<file path="src/rtl/delay_cal_pkg.sv">
// Shared definitions for the delay-line tap calibration controller:
// default parameter values and the FSM state encoding.
package delay_cal_pkg;

    localparam int TAP_W_DEF       = 4;
    localparam int CNT_W_DEF       = 8;
    localparam int SYNC_STAGES_DEF = 2;
    localparam int SETTLE_CYC_DEF  = 4;
    localparam int TIMEOUT_DEF     = 255;

    typedef enum logic [2:0] {
        IDLE   = 3'd0,
        SETTLE = 3'd1,
        LAUNCH = 3'd2,
        WAIT   = 3'd3,
        EVAL   = 3'd4,
        DONE   = 3'd5,
        ERR    = 3'd6
    } calState_t;

endpackage

</file>
<file path="src/rtl/delay_ret_sync.sv">
// Multi-flop synchronizer that brings the asynchronous delay-line return
// into the clk domain; clears to 0 on the synchronous active-low reset.
module delay_ret_sync #(
    parameter int SYNC_STAGES = 2
) (
    input  logic clk,
    input  logic rst,
    input  logic ret,
    output logic retS
);

    logic [SYNC_STAGES-1:0] syncReg;

    always_ff @(posedge clk) begin
        if (!rst) begin
            syncReg <= '0;
        end else begin
            syncReg <= {syncReg[SYNC_STAGES-2:0], ret};
        end
    end

    assign retS = syncReg[SYNC_STAGES-1];

endmodule

</file>
<file path="src/rtl/delay_tap_cal.sv">
// Calibration FSM: fires two-phase events into a tapped delay line, times the
// synchronized return, and steps the tap upward until the delay meets target.
module delay_tap_cal
    import delay_cal_pkg::*;
#(
    parameter int TAP_W       = TAP_W_DEF,
    parameter int CNT_W       = CNT_W_DEF,
    parameter int SYNC_STAGES = SYNC_STAGES_DEF,
    parameter int SETTLE_CYC  = SETTLE_CYC_DEF,
    parameter int TIMEOUT     = TIMEOUT_DEF
) (
    input  logic             clk,
    input  logic             rst,
    input  logic             start,
    input  logic [CNT_W-1:0] target,
    output logic             launch,
    input  logic             ret,
    output logic [TAP_W-1:0] tap_sel,
    output logic [CNT_W-1:0] meas,
    output logic             busy,
    output logic             done,
    output logic             err
);

    localparam logic [CNT_W-1:0] SETTLE_LAST  = CNT_W'(SETTLE_CYC - 1);
    localparam logic [CNT_W-1:0] TIMEOUT_LAST = CNT_W'(TIMEOUT - 1);
    localparam logic [CNT_W-1:0] TIMEOUT_VAL  = CNT_W'(TIMEOUT);
    localparam logic [TAP_W-1:0] TAP_MAX      = '1;

    calState_t        state;
    logic             retS;
    logic             lineIdle;
    logic [CNT_W-1:0] targetReg;
    logic [CNT_W-1:0] cnt;
    logic [CNT_W-1:0] settleCnt;

    delay_ret_sync #(
        .SYNC_STAGES(SYNC_STAGES)
    ) uRetSync (
        .clk (clk),
        .rst (rst),
        .ret (ret),
        .retS(retS)
    );

    // With two-phase signalling the line is quiet when its output matches the request.
    assign lineIdle = (retS == launch);

    always_ff @(posedge clk) begin
        if (!rst) begin
            state     <= IDLE;
            launch    <= 1'b0;
            tap_sel   <= '0;
            meas      <= '0;
            busy      <= 1'b0;
            done      <= 1'b0;
            err       <= 1'b0;
            targetReg <= '0;
            cnt       <= '0;
            settleCnt <= '0;
        end else begin
            case (state)
                IDLE, DONE, ERR: begin
                    if (start) begin
                        done      <= 1'b0;
                        err       <= 1'b0;
                        tap_sel   <= '0;
                        targetReg <= target;
                        busy      <= 1'b1;
                        settleCnt <= '0;
                        state     <= SETTLE;
                    end
                end
                SETTLE: begin
                    // launch is a registered output, so it flips on entry to LAUNCH
                    if (settleCnt >= SETTLE_LAST && lineIdle) begin
                        launch <= ~launch;
                        state  <= LAUNCH;
                    end else if (settleCnt >= TIMEOUT_LAST) begin
                        busy  <= 1'b0;
                        err   <= 1'b1;
                        state <= ERR;
                    end else begin
                        settleCnt <= settleCnt + CNT_W'(1);
                    end
                end
                LAUNCH: begin
                    cnt   <= '0;
                    state <= WAIT;
                end
                WAIT: begin
                    if (lineIdle) begin
                        meas  <= cnt + CNT_W'(1);
                        state <= EVAL;
                    end else if (cnt == TIMEOUT_LAST) begin
                        meas  <= TIMEOUT_VAL;
                        busy  <= 1'b0;
                        err   <= 1'b1;
                        state <= ERR;
                    end else begin
                        cnt <= cnt + CNT_W'(1);
                    end
                end
                EVAL: begin
                    if (meas >= targetReg) begin
                        busy  <= 1'b0;
                        done  <= 1'b1;
                        state <= DONE;
                    end else if (tap_sel == TAP_MAX) begin
                        busy  <= 1'b0;
                        err   <= 1'b1;
                        state <= ERR;
                    end else begin
                        tap_sel   <= tap_sel + TAP_W'(1);
                        settleCnt <= '0;
                        state     <= SETTLE;
                    end
                end
                default: begin
                    state <= IDLE;
                end
            endcase
        end
    end

endmodule

</file>
<file path="config.mk">
export PLATFORM = sky130hd
export DESIGN_NAME = delay_tap_cal
export DESIGN_NICKNAME = d
export VERILOG_FILES = /design/src/rtl/delay_cal_pkg.sv /design/src/rtl/delay_ret_sync.sv /design/src/rtl/delay_tap_cal.sv
export SDC_FILE = /design/constraint.sdc
export NUM_CORES = 1
export LEC_CHECK = 0
export CAP_MARGIN = 20
export CELL_PAD_IN_SITES_DETAIL_PLACEMENT = 1
export CELL_PAD_IN_SITES_GLOBAL_PLACEMENT = 1
export CORE_MARGIN = 1
export CORE_UTILIZATION = 37
export CTS_CLUSTER_DIAMETER = 40
export CTS_CLUSTER_SIZE = 16
export DETAILED_ROUTE_END_ITERATION = 8
export PLACE_DENSITY_LB_ADDON = 0.1
export SLEW_MARGIN = 20
export SYNTH_ARGS = -nofsm -noshare
export SYNTH_HDL_FRONTEND = slang
export SYNTH_SLANG_ARGS = --single-unit
</file>
<file path="constraint.sdc">
create_clock -name clk -period 2.05 [get_ports clk]
set_input_delay 0.205 -clock clk [delete_from_list [all_inputs] [get_ports clk]]
set_output_delay 0.205 -clock clk [all_outputs]
set_load 0.02 [all_outputs]
</file>
After elaboration in Yosys (flattened, before gate mapping). Cells that the tools add are included.

Add/subtract/negate cells: 3. $lt $le $gt $ge: 3. Equal/unequal tests: 23. Mux-type cells: 41. Bitwise logic cells: 1. Reduce and logical (&&, ||, !) cells: 18.

Operators by type and width (count): two-way mux 8 bit (9); case mux 8 bit (3 select lines) (1); inequality test 2 bit (second input constant) (11); two-way mux 3 bit (7); adder 8 x 1 -> 8 bit (second input constant) (2); case mux 8 bit (2 select lines) (1); two-way mux 1 bit (15); case mux 3 bit (5 select lines) (1); two-way mux 4 bit (3); equality test 3 bit (second input constant) (3); inequality test 3 bit (second input constant) (3); AND reduction 3 bit (3); equality test 8 bit (second input constant) (1); greater-or-equal comparator 8 x 2 -> 1 bit (second input constant) (1); greater-or-equal comparator 8 bit (1); greater-or-equal comparator 8 bit (second input constant) (1); case mux 1 bit (4 select lines) (2); case mux 4 bit (2 select lines) (1); AND reduction 8 bit (1); AND reduction 7 bit (1); equality test 3 x 2 -> 1 bit (second input constant) (2); AND reduction 2 bit (3); AND reduction 6 bit (1); nonzero test 2 bit (3); 12 further kinds (12).

Register bits after elaboration: 45. Bits of input ports: 12. Word-level logic and storage cells: 100.

Depth between registers and ports, before layout. Gate-level depths: netlist of the first run.

Depth in word-level cells: 4. Gate-level depth with buffers: 9. Gate-level depth less buffers: 8.

Modules after synthesis. Synthesis of the first run repeated with hierarchy kept, for this count alone.

Cells, all modules: 306. Area total of the unflattened synthesis: 2468.6 um2.

By module, submodules not included: delay_tap_cal (times used 1, cells each 302, area each 2416.1 um2, sequential area each 860.8 um2); delay_ret_sync (times used 1, cells each 4, area each 52.6 um2, sequential area each 40.0 um2).

Worst setup path before layout of the first run. OpenSTA, ideal clock, no wires.

Path type: register to register. From: register meas[0]. To: register tap_sel[3]. Setup time: 0.070 ns. Data arrival time: 2.254 ns. Path slack: -0.274 ns. Cell stages (with the launch flop): 9. Cells stage by stage: dfxtp_1 -> inv_1 -> ha_1 -> nand2b_4 -> a2111o_1 -> a31oi_4 -> a31oi_4 -> or3_1 -> a21oi_1.

Word-level cells in the longest chain between the ends: 3.

Ends and longest elaborated chain: start, declared (RTL line delay_tap_cal.sv:19) `output logic [CNT_W-1:0] meas,`; start signal, assigned (RTL line delay_tap_cal.sv:93) `meas <= cnt + CNT_W'(1);`; greater-or-equal comparator 8 bit (RTL line delay_tap_cal.sv:105) `if (meas >= targetReg) begin`; inequality test 2 bit (no source line); AND reduction 4 bit (no source line); end signal, assigned (RTL line delay_tap_cal.sv:114) `tap_sel <= tap_sel + TAP_W'(1);`; end, declared (RTL line delay_tap_cal.sv:18) `output logic [TAP_W-1:0] tap_sel,`.

No other way between the ends. A chain may end at the register's enable or synchronous reset.

Final worst setup path of the first run. Ends and elaborated chain as after synthesis.

==> results of run 1 <==
where the power goes:
group / internal (mW) / switching [mW]
Clock: 0.237 / 0.313
Combinational: 0.873 / 0.907
Sequential: 0.990 / 0.0830
Total: 2.10 / 1.30
sequential cells by signal, indices dropped and copies added, names as in the netlist, 2 cells and up:
| signal | cells |
|---|---|
| settleCnt | 8 |
| state | 3 |
| uRetSync.syncReg | 2 |
| targetReg | 8 |
| tap_sel | 4 |
| cnt | 8 |
| meas | 8 |
Yosys cell counts, types with 4 or more instances:
library cell | number | area (um2)
nor3_1 | 9 | 45.0
o22ai_1 | 4 | 25.0
o21ai_0 | 16 | 80.1
nor2b_1 | 4 | 25.0
dfxtp_1 | 45 | 901
nand2_1 | 40 | 150
a31oi_1 | 10 | 62.6
inv_1 | 13 | 48.8
and2_1 | 4 | 25.0
a21oi_1 | 26 | 130
nand2b_1 | 6 | 37.5
nand3_1 | 10 | 50.1
xnor2_1 | 6 | 52.6
nor2_1 | 30 | 113
nand4_1 | 5 | 31.3
or3_1 | 4 | 25.0
ha_1 | 13 | 163
clkbuf_1 | 10 | 37.5
o221a_2 | 7 | 78.8
area by class of cell:
type | instances | area, um2 | area share [%]
multi-input combinational | 229 | 1470 | 46.0
sequential | 45 | 908 | 28.4
clock inverter | 2 | 10.0 | 0.313
tap | 77 | 96.3 | 3.01
clock buffer | 6 | 72.6 | 2.27
timing repair buffer | 68 | 589 | 18.4
inverter | 14 | 52.6 | 1.64
cells by family after synthesis:
| family | count (synthesis) | synth area share, % |
|---|---|---|
| adders and majority gates | 13 | 6.70 |
| and+or+nand+nor | 119 | 23.0 |
| AOI/OAI and AO/OA | 85 | 24.8 |
| DFF | 45 | 37.1 |
| muxes | 3 | 1.24 |
| buffers and inverters | 25 | 3.92 |
| xor gates and xnor gates | 9 | 3.25 |
critical path, cell delays in order, from the launching register on:
cell and delay (ns):
dfxtp_4 0.35, inv_2 0.06, ha_4 0.19, nand2b_4 0.13, a2111o_1 0.40, a31oi_4 0.22
buf_6 0.14, a31oi_4 0.10, or3_4 0.35, a21oi_1 0.14
repair_timing:
action | 4_1_cts | 5_1_grt
buffers inserted | 1 | 3
setup endpoints to repair | 8 | 14
gates cloned | 0 | 0
gates resized for setup | 2 | 11
hold buffers | 0 | 0
pin swaps | 0 | 3
worst paths after layout:
path | start | endpoint | slack [ns] | cells past startpoint
max | meas[0]$_SDFFE_PN0P_ | tap_sel[3]$_SDFFE_PN0P_ | -0.08 | 9
min | target[5] | targetReg[5]$_SDFFE_PN0P_ | 0.44 | 3
max reg2reg | meas[0]$_SDFFE_PN0P_ | tap_sel[3]$_SDFFE_PN0P_ | -0.08 | 9
min reg2reg | uRetSync.syncReg[0]$_SDFF_PN0_ | uRetSync.syncReg[1]$_SDFF_PN0_ | 0.45 | 1
per-layer routing:
| metal | share of wire (%) | track usage [%] | vias to the layer above | wire length, um |
|---|---|---|---|---|
| met3 | 1.8 | 3.68 | 7 | 122 |
| met4 | 0.93 | 5.64 | 0 | 63 |
| met2 | 49 | 35.1 | 28 | 3280 |
| met5 | 0 | 0 | - | 0 |
| li1 | - | - | 1201 | - |
| met1 | 49 | 26.5 | 1172 | 3280 |
per-stage QoR:
| step | TNS [ns] | utilization (%) | hold WS (ns) | setup slack [ns] |
|---|---|---|---|---|
| finish | -0.162 | 50.4 | 0.443 | -0.0801 |
| global route | -1.31 | 50.4 | 0.443 | -0.192 |
| CTS | -0.137 | 49.5 | 0.440 | -0.0758 |
| detailed placement | -0.136 | 48.0 | 0.423 | -0.0761 |
| global placement | -0.00596 | 48.0 | 0.419 | -0.00596 |
| floorplan | -0.112 | - | 0.332 | -0.0417 |
==> results.yml, run 1 <==
global_routing:
  grtUsageTotal_pct: 20.5
  grt_pass1_wl_um: 11500
  antenna_found_initial: 0
  grt_overflow_total: 0
  grt_max_degree: 22
  first_global_vias: 2428
cells_and_area:
  drive_gt1_share_pct: 20.6
  area_growth_pct: 31.7
  num-nets-final: 388
  final_cell_mix: "dfxtp_1, nand2_1, buf_4, nor2_1, clkdlybuf4s50_1"
  diodes: 0
  fillerInstances: 759
  final_area_um2: 3200
  layout_commonest_cell: "dfxtp_1"
  final_cells: 441
cts:
  cts-root-buf: "clkbuf_8"
  cts_made_buffers: 5
  clock-sinks: 45
  tritoncts: "yes"
  htreeDepth: 2
  clkTransAtPathRegs_ns: 0.08
  clock_path_buffers: 2
  clk_latency_ns: 0.30
timing:
  setup_viol: 4
  rsz0062_at_grt: "yes"
  skew_ns: 0.00573
  post-route-min-period_ns: 2.13
  fin_crit_sh_pct: 104
  layout_setup_ws_ns: -0.0801
  hold_viol: 0
  slew-limit-headroom_pct: 69.6
  slew_violations: 0
  clock.fmax_mhz: 469
  worstMarginPinSlew_ns: 0.452
floorplanning:
  ios: 28
  dieHeight_um: 83.0
  design.core.area_um2: 6350
  die_w_um: 83.0
  dieArea_um2: 6890
  rows: 29
  start_util_pct: 38.2
synth:
  synth_edf_count: 0
  synthCells: 299
  synth_seq_cells: 45
  synth_warnings: 0
  postSynthAreaPerCell_um2: 8.12
  syn-num-nets: 324
  ys_seq_area_share_pct: 37.1
  async_flop_share_pct: 0
  synth_flop_cell: "dfxtp_1"
  syn_area_um2: 2430
  synth_cell_types: 45
placement:
  dpl_cell_area_um2: 3050
  place_hpwl_um: 5050
  place.gp.congestion: 0.791
  placed_cells: 429
  port_buffers: 27
run:
  max-cap-violations: 0
power:
  vdd_drop_max_v: 0.000609
  power_density_nw_per_um2: 1060
  cellLeakagePower_nw: 1.23
  power.total_mw: 3.40
setup_path:
  end_kind: "register"
  crit_path_start_kind: "register"
  critPathKind: "reg2reg"
  required_ns: 2.29
  cp_max_fo: 4
  arrival_ns: 2.37
route:
  ant_nets: 0
  via_per_inst: 5.46
  drc_errors: 0
  first_iter_violations: 104
  vias: 2408
  wl_per_cell_um: 15.3
  routed_wl_um: 6740
  dr.pass1.iters: 4
run_status:
  status: "complete, but fails checks"
  violations: "negative setup slack"
hold_path:
  hold_path_class: "in2reg"
No activity file was read; power rests on OpenSTA's default activity.
==> run 2: changes to the inputs <==
Settings changed: ABC_CLOCK_PERIOD_IN_PS set to 2050, SKIP_CTS_REPAIR_TIMING set to 1.
==> run 2 against run 1 <==
Compared with the run above: via count is 1.4% lower; the run still ends with negative setup slack left; largest power group unchanged; cell count is 0.23% lower; register-to-register slack hardly changed.
==> results.yml, run 2 (synthesized netlist as in run 1, its figures left out) <==
route:
  first_iter_violations: 91
  drc_errors: 0
  vias: 2375
  dr.pass1.iters: 4
  routed_wl_um: 6760
  ant_nets: 0
  wl_per_cell_um: 15.4
  via_per_inst: 5.40
power:
  vdd_drop_max_v: 0.000539
  cellLeakagePower_nw: 1.22
  comb_power_share_pct: 51.9
  switching_share_pct: 38.6
  power.total_mw: 3.38
  seqPwrFrac_pct: 31.7
  clock_power_share_pct: 16.4
  p_switching_mw: 1.30
  power_density_nw_per_um2: 1060
  intPower_mw: 2.08
timing:
  slew_violations: 0
  fin_hold_ws_ns: 0.444
  layout_setup_ws_ns: -0.0774
  slew-limit-headroom_pct: 69.6
  setup_viol: 3
  post-route-min-period_ns: 2.13
  fin_crit_sh_pct: 104
  clock.fmax_mhz: 470
  hold_viol: 0
  skew_ns: 0.00599
  worstMarginPinSlew_ns: 0.453
  rsz0062_at_grt: "yes"
cts:
  htreeDepth: 2
  clkTransAtPathRegs_ns: 0.09
  clk_latency_ns: 0.30
  clock_path_buffers: 2
  clock-sinks: 45
  tritoncts: "yes"
  cts_made_buffers: 5
  cts-root-buf: "clkbuf_8"
cells_and_area:
  final_cell_mix: "dfxtp_1, nand2_1, buf_4, nor2_1, clkdlybuf4s50_1"
  drive_gt1_share_pct: 20.4
  fillerInstances: 759
  final_util_pct: 50.3
  layout_commonest_cell: "dfxtp_1"
  diodes: 0
  final_cells: 440
  area_growth_pct: 31.4
  num-nets-final: 387
floorplanning:
  design.core.area_um2: 6350
  dieArea_um2: 6890
  start_util_pct: 38.2
  rows: 29
  die_w_um: 83.0
  ios: 28
  dieHeight_um: 83.0
placement:
  placed_cells: 429
  pre_cts_slack_ns: -0.0761
  place.gp.congestion: 0.791
  port_buffers: 27
  place_hpwl_um: 5050
setup_path:
  critPathKind: "reg2reg"
  cp_max_fo: 4
  arrival_ns: 2.37
  crit_path_start_kind: "register"
  required_ns: 2.29
  end_kind: "register"
global_routing:
  grt_overflow_total: 0
  grt_max_degree: 22
  first_global_vias: 2432
  grt_pass1_wl_um: 11500
  antenna_found_initial: 0
  grtUsageTotal_pct: 20.5
run:
  max-cap-violations: 0
hold_path:
  hold_path_class: "in2reg"
run_status:
  violations: "negative setup slack"
  status: "complete, but fails checks"
run 2: final timing paths:
check,slack (ns),start,endpoint,depth (start not counted)
max,-0.08,meas[0]$_SDFFE_PN0P_,tap_sel[3]$_SDFFE_PN0P_,9
min,0.44,target[5],targetReg[5]$_SDFFE_PN0P_,3
max reg2reg,-0.08,meas[0]$_SDFFE_PN0P_,tap_sel[3]$_SDFFE_PN0P_,9
min reg2reg,0.45,uRetSync.syncReg[0]$_SDFF_PN0_,uRetSync.syncReg[1]$_SDFF_PN0_,1
run 2: worst max-delay path, cell delays in order (launching register included):
cell      delay, ns
dfxtp_4        0.35
inv_2          0.06
ha_4           0.19
nand2b_4       0.13
a2111o_1       0.40
a31oi_4        0.22
buf_6          0.14
a31oi_4        0.10
or3_4          0.35
a21oi_1        0.14
run 2: power by group through the flow:
stage / logic, mW / registers (mW) / clock network, mW
finish: 1.75 / 1.07 / 0.553
global route: 1.91 / 1.09 / 0.618
CTS: 1.61 / 1.07 / 0.570
detailed placement: 1.60 / 1.09 / 0
global placement: 1.56 / 1.09 / 0
floorplan: 0.894 / 1.14 / 0
run 2: cell type report:
class                           instances  area [um2]  area share (%)
Clock buffer                            6        72.6            2.27
Multi-Input combinational cell        229        1470            46.1
Sequential cell                        45         908            28.5
Tap cell                               77        96.3            3.02
Clock inverter                          2        10.0           0.314
Inverter                               14        52.6            1.65
Timing Repair Buffer                   67         582            18.2
run 2: per-stage QoR:
step,cell area (um2),setup TNS (ns)
3_5_place_dp,3050,-0.136
3_3_place_gp,3050,-0.00596
5_1_grt,3190,-0.931
6_report,3190,-0.153
4_1_cts,3130,-0.249
2_1_floorplan,2450,-0.112
run 2: routing by layer:
metal / global-route usage [%] / share of wire [%]
met5: 0 / 0
met4: 5.64 / 0.90
met3: 3.68 / 1.6
met2: 35.1 / 49
met1: 26.5 / 49
